### config.mk
export PLATFORM = sky130hd
export DESIGN_NAME = prio_grant_arbiter
export DESIGN_NICKNAME = d
export VERILOG_FILES = /design/src/rtl/prio_arb_pkg.sv /design/src/rtl/prio_pick4.sv /design/src/rtl/prio_grant_arbiter.sv
export SDC_FILE = /design/constraint.sdc
export NUM_CORES = 1
export LEC_CHECK = 0
export ABC_CLOCK_PERIOD_IN_PS = 2200
export BUFFER_PORTS_ARGS = -buffer_cell sky130_fd_sc_hd__buf_4
export CAP_MARGIN = 10
export CELL_PAD_IN_SITES_DETAIL_PLACEMENT = 0
export CELL_PAD_IN_SITES_GLOBAL_PLACEMENT = 1
export CORE_MARGIN = 2
export CORE_UTILIZATION = 39
export CTS_CLUSTER_DIAMETER = 60
export DETAILED_ROUTE_END_ITERATION = 8
export PLACE_DENSITY_LB_ADDON = 0.1
export SKIP_CTS_REPAIR_TIMING = 1
export SYNTH_ARGS = -nofsm -noshare
export SYNTH_HDL_FRONTEND = slang
export SYNTH_SLANG_ARGS = --single-unit
### constraint.sdc
create_clock -name clk -period 2.2 [get_ports clk]
set_input_delay 0.33 -clock clk [delete_from_list [all_inputs] [get_ports clk]]
set_output_delay 0.33 -clock clk [all_outputs]
set_load 0.01 [all_outputs]
### src/rtl/prio_arb_pkg.sv
// Shared definitions for the fixed-priority grant arbiter.
//   state_e : arbiter FSM states (IDLE, GRANT)
//   N_REQ   : number of requesters (fixed at 4)
//   ID_W    : width of an encoded requester index
//   onehot  : converts an encoded index into a one-hot requester vector
package prio_arb_pkg;

    localparam int N_REQ = 4;
    localparam int ID_W  = 2;

    typedef enum logic {
        IDLE  = 1'b0,
        GRANT = 1'b1
    } state_e;

    function automatic logic [N_REQ-1:0] onehot(input logic [ID_W-1:0] id);
        logic [N_REQ-1:0] v;
        v     = '0;
        v[id] = 1'b1;
        return v;
    endfunction

endpackage

### src/rtl/prio_pick4.sv
// Combinational 4-input priority picker; bit 3 has the highest priority.
//   vec_i   : candidate vector
//   id_o    : index of the highest set bit (0 when vec_i is zero)
//   valid_o : high when any bit of vec_i is set
module prio_pick4
    import prio_arb_pkg::*;
(
    input  logic [N_REQ-1:0] vec_i,
    output logic [ID_W-1:0]  id_o,
    output logic             valid_o
);

    always_comb begin
        id_o    = '0;
        valid_o = 1'b1;
        casez (vec_i)
            4'b1???: id_o = 2'd3;
            4'b01??: id_o = 2'd2;
            4'b001?: id_o = 2'd1;
            4'b0001: id_o = 2'd0;
            default: valid_o = 1'b0;
        endcase
    end

endmodule

### src/rtl/prio_grant_arbiter.sv
// Fixed-priority arbiter with grant hold for 4 requesters (req[3] highest).
// An owner keeps the grant while it keeps requesting, for at most MAX_HOLD
// cycles; on timeout the owner is masked for the next arbitration so that
// lower-priority requesters get a turn. Every release or timeout is followed
// by exactly one IDLE cycle with gnt low.
//   clk       : clock, rising edge
//   rst_n     : synchronous active-low reset
//   req       : request lines
//   gnt       : registered one-hot grant (zero when no owner)
//   gnt_id    : encoded owner index, meaningful while gnt_valid is high
//   gnt_valid : |gnt
//   timeout   : one-cycle pulse when a grant is revoked by the hold limit
//   dbg_state : current FSM state, for observation only
//
// Handshake: a requester holds req high for as long as it wants the resource;
// it owns the resource in every cycle in which its gnt bit is high and
// releases it by dropping req. There is no preemption of a current owner.
module prio_grant_arbiter
    import prio_arb_pkg::*;
#(
    parameter int MAX_HOLD = 16
) (
    input  logic             clk,
    input  logic             rst_n,
    input  logic [N_REQ-1:0] req,
    output logic [N_REQ-1:0] gnt,
    output logic [ID_W-1:0]  gnt_id,
    output logic             gnt_valid,
    output logic             timeout,
    output state_e           dbg_state
);

    localparam int HC_W = (MAX_HOLD > 0) ? $clog2(MAX_HOLD + 1) : 1;
    localparam logic [HC_W-1:0] HOLD_LAST = HC_W'((MAX_HOLD > 0) ? MAX_HOLD - 1 : 0);

    state_e           state_q;
    logic [N_REQ-1:0] gnt_q;
    logic [ID_W-1:0]  gnt_id_q;
    logic             timeout_q;
    logic [HC_W-1:0]  hold_q;
    logic [HC_W-1:0]  hold_d;
    logic [N_REQ-1:0] mask_q;

    logic [N_REQ-1:0] masked_req;
    logic [N_REQ-1:0] eligible;
    logic [ID_W-1:0]  pick_id;
    logic             pick_valid;
    logic             owner_req;
    logic             hold_expired;

    // A masked requester only loses if someone else is asking; when it is
    // the sole requester the mask is ignored so the resource is not left idle.
    assign masked_req = req & ~mask_q;
    assign eligible   = (masked_req != '0) ? masked_req : req;

    prio_pick4 u_pick (
        .vec_i   (eligible),
        .id_o    (pick_id),
        .valid_o (pick_valid)
    );

    assign owner_req    = req[gnt_id_q];
    assign hold_d       = hold_q + HC_W'(1);
    assign hold_expired = (MAX_HOLD > 0) && (hold_q == HOLD_LAST);

    always_ff @(posedge clk) begin
        if (!rst_n) begin
            state_q   <= IDLE;
            gnt_q     <= '0;
            gnt_id_q  <= '0;
            timeout_q <= 1'b0;
            hold_q    <= '0;
            mask_q    <= '0;
        end else begin
            timeout_q <= 1'b0;
            case (state_q)
                IDLE: begin
                    if (pick_valid) begin
                        gnt_q    <= onehot(pick_id);
                        gnt_id_q <= pick_id;
                        hold_q   <= '0;
                        mask_q   <= '0;
                        state_q  <= GRANT;
                    end
                end
                GRANT: begin
                    if (!owner_req) begin
                        gnt_q   <= '0;
                        state_q <= IDLE;
                    end else if (hold_expired) begin
                        gnt_q     <= '0;
                        timeout_q <= 1'b1;
                        mask_q    <= onehot(gnt_id_q);
                        state_q   <= IDLE;
                    end else begin
                        hold_q <= hold_d;
                    end
                end
            endcase
        end
    end

    assign gnt       = gnt_q;
    assign gnt_id    = gnt_id_q;
    assign gnt_valid = |gnt_q;
    assign timeout   = timeout_q;
    assign dbg_state = state_q;

endmodule

==> impl_metrics.ini <==
[placed_design]
dp_hpwl_mm = 1.390
numPortBuffers = 14
gp_congestion = 0.8233
dp_worst_setup_slack_ps = 190.8

[sta]
period_minus_slack_ps = 2027
slew_headroom_pct = 65.52
final.setup.tns_ps = 0
worst_slack_ps = 172.7
rsz0062_at_grt = false
drv_slew = 0
hold_violations = 0
finalCritPeriodShare_pct = 92.15
setup_violations = 0
tightest_slew_ps = 516.7
skew_ps = 6.130
fmax_ghz = 0.4933

[yosys]
netlist_instances = 103
synth_edf_count = 0
yosysWarnings = 0
syn_avg_cell_area_sq_um = 8.224
async_flop_share_pct = 0
synth-seq-cells = 17
ys_seq_area_share_pct = 40.18
syn_nets = 111
ys.flop_type = dfxtp_1
syn_area_sq_um = 847.1
synth_cell_type_count = 32

[worst_setup_path]
cp.arrival_ps = 2260
endpoint_kind = register
crit_fanout = 7
path_class = reg2reg
reg2reg_slack_ps = 170
cp-start-kind = register
critPathRequiredTime_ps = 2430

[detailed_routing]
drt_iter0_markers = 18
drc = 0
routed_wl_mm = 1.892
vias = 791
wl_per_cell_um = 12.96
first_pass_iters = 4
via_per_inst = 5.418
ant_nets = 0

[clock_network]
cts.sinks = 17
clk-insertion-delay-late_ps = 290
cts_tree = done
cts_root_buffer = clkbuf_4
cts.path.max_buffers = 2
cts.clk_slew.worst_paths_ps = 100
htree_levels = 1
numCtsBuffers = 3

[hold_path]
hold_class = in2reg

[global_routing]
grt_max_degree = 17
grt_overflow = 0
grt_first_pass_wirelength_mm = 3.374
met2_usage_pct = 26.97
use_met1_pct = 23.29
grt_busiest_layer = met2
grt_pass1_vias = 743
track_usage_pct = 17.28
use_met3_pct = 2.679
antenna_found_initial = 0

[floorplan]
die_w_um = 50.61
die-area_sq_um = 2561
coreArea_sq_um = 2002
initial_core_util_pct = 42.31
row_count = 16
die_h_um = 50.61
io_pins = 15

[run]
cap_viol_max_count = 0

[run_status]
status = completed

[layout]
area_delta_synth_final_pct = 18.91
diodes = 0
nNetsFinal = 128
layout-drive-gt1-share_pct = 17.65

[power_and_ir_drop]
p_leak_nw = 0.4053
peakVddDrop_v = 0.0003184
power_density_nw_per_um2 = 612.1
[area by class of cell]
class	instances	area, sq um
well taps	27	33.78
multi-input cells	78	475.5
repair buffers	15	112.6
inverters	5	18.77
flip-flops and latches	17	340.3
fillers	215	994.7
clock buffers	4	26.28
[layer usage]
metal / vias up / wire length [um]
met2: 13 / 843
met4: 0 / 27
met5: - / 0
li1: 407 / -
met1: 367 / 954
met3: 4 / 67
[cell families (layout without fill, tap and decap cells)]
| family | Yosys count | in the layout | synth area share (%) |
|---|---|---|---|
| AO/OA/AOI/OAI | 25 | 25 | 18.32 |
| adder cells (fa/ha/maj) | 2 | 2 | 2.954 |
| buffers and inverters | 8 | 24 | 3.693 |
| flip-flops | 17 | 17 | 40.18 |
| multiplexers | 1 | 1 | 2.659 |
| AND/OR/NAND/NOR | 50 | 50 | 32.20 |
[registers in the layout (all words and copies together), names as in the netlist]
| signal | count |
|---|---|
| timeout | 1 |
| gnt | 4 |
| gnt_id | 2 |
| hold_q | 5 |
| mask_q | 4 |
| dbg_state | 1 |
[layout by cell type, fill, tap and decap left out, types with 2 or more instances in the layout]
master | synthesis | final
inv_1 | 5 | 5
ha_1 | 2 | 2
nor2b_1 | 2 | 2
a21boi_0 | 2 | 2
clkbuf_4 | 0 | 3
nand2_1 | 6 | 6
nand3_1 | 6 | 6
nand2b_1 | 7 | 7
or4_1 | 3 | 3
a21oi_1 | 8 | 8
o21ai_0 | 4 | 4
and2_1 | 2 | 2
nor2_1 | 11 | 11
dfxtp_1 | 17 | 17
nor3_1 | 3 | 3
buf_4 | 0 | 15
a31oi_1 | 5 | 5
and3_1 | 3 | 3
[where the power goes]
group	leakage (nW)	switching, mW	internal [mW]
sequential	0.138	0.0164	0.319
clock	0.0150	0.100	0.0706
combinational	0.252	0.0607	0.0500
total	0.405	0.177	0.439
[stage by stage]
stage               utilization, %  power [mW]  instances  hold WS [ps]  area [sq um]
floorplan                        -      0.4070        103         451.7         847.1
global placement             49.00      0.4512        142         457.6         980.9
detailed placement           49.00      0.4522        142         465.8         980.9
CTS                          50.31      0.6215        146         252.7          1007
global route                 50.31      0.6458        146         269.7          1007
finish                       50.31      0.6165        146         259.6          1007
[final timing paths]
check,startpoint,end,depth (start not counted)
hold / removal,rst_n,gnt[3],2
setup reg to reg,gnt_id[0],gnt[0],5
setup / recovery,gnt_id[0],gnt[0],5
hold reg to reg,gnt[0],gnt[0],2
[synth_stat cells (2+ instances only)]
| cell type | n | area share (%) |
|---|---|---|
| inv_1 | 5 | 2.2 |
| a21oi_1 | 8 | 4.7 |
| a21boi_0 | 2 | 1.8 |
| and2_1 | 2 | 1.5 |
| clkbuf_1 | 2 | 0.89 |
| a31oi_1 | 5 | 3.7 |
| dfxtp_1 | 17 | 40 |
| nor3_1 | 3 | 1.8 |
| or4_1 | 3 | 2.7 |
| and3_1 | 3 | 2.2 |
| ha_1 | 2 | 3.0 |
| nand2_1 | 6 | 2.7 |
| nand2b_1 | 7 | 5.2 |
| nand3_1 | 6 | 3.5 |
| nor2b_1 | 2 | 1.5 |
| nor2_1 | 11 | 4.9 |
| o21ai_0 | 4 | 2.4 |
[worst max-delay path, cell delays in order, from the launching register on]
cell	delay, ps
dfxtp_1	470
mux4_2	610
nand2_4	130
o21ai_2	90
or4_1	530
a21oi_1	140
(Power assumes the default switching activity.)
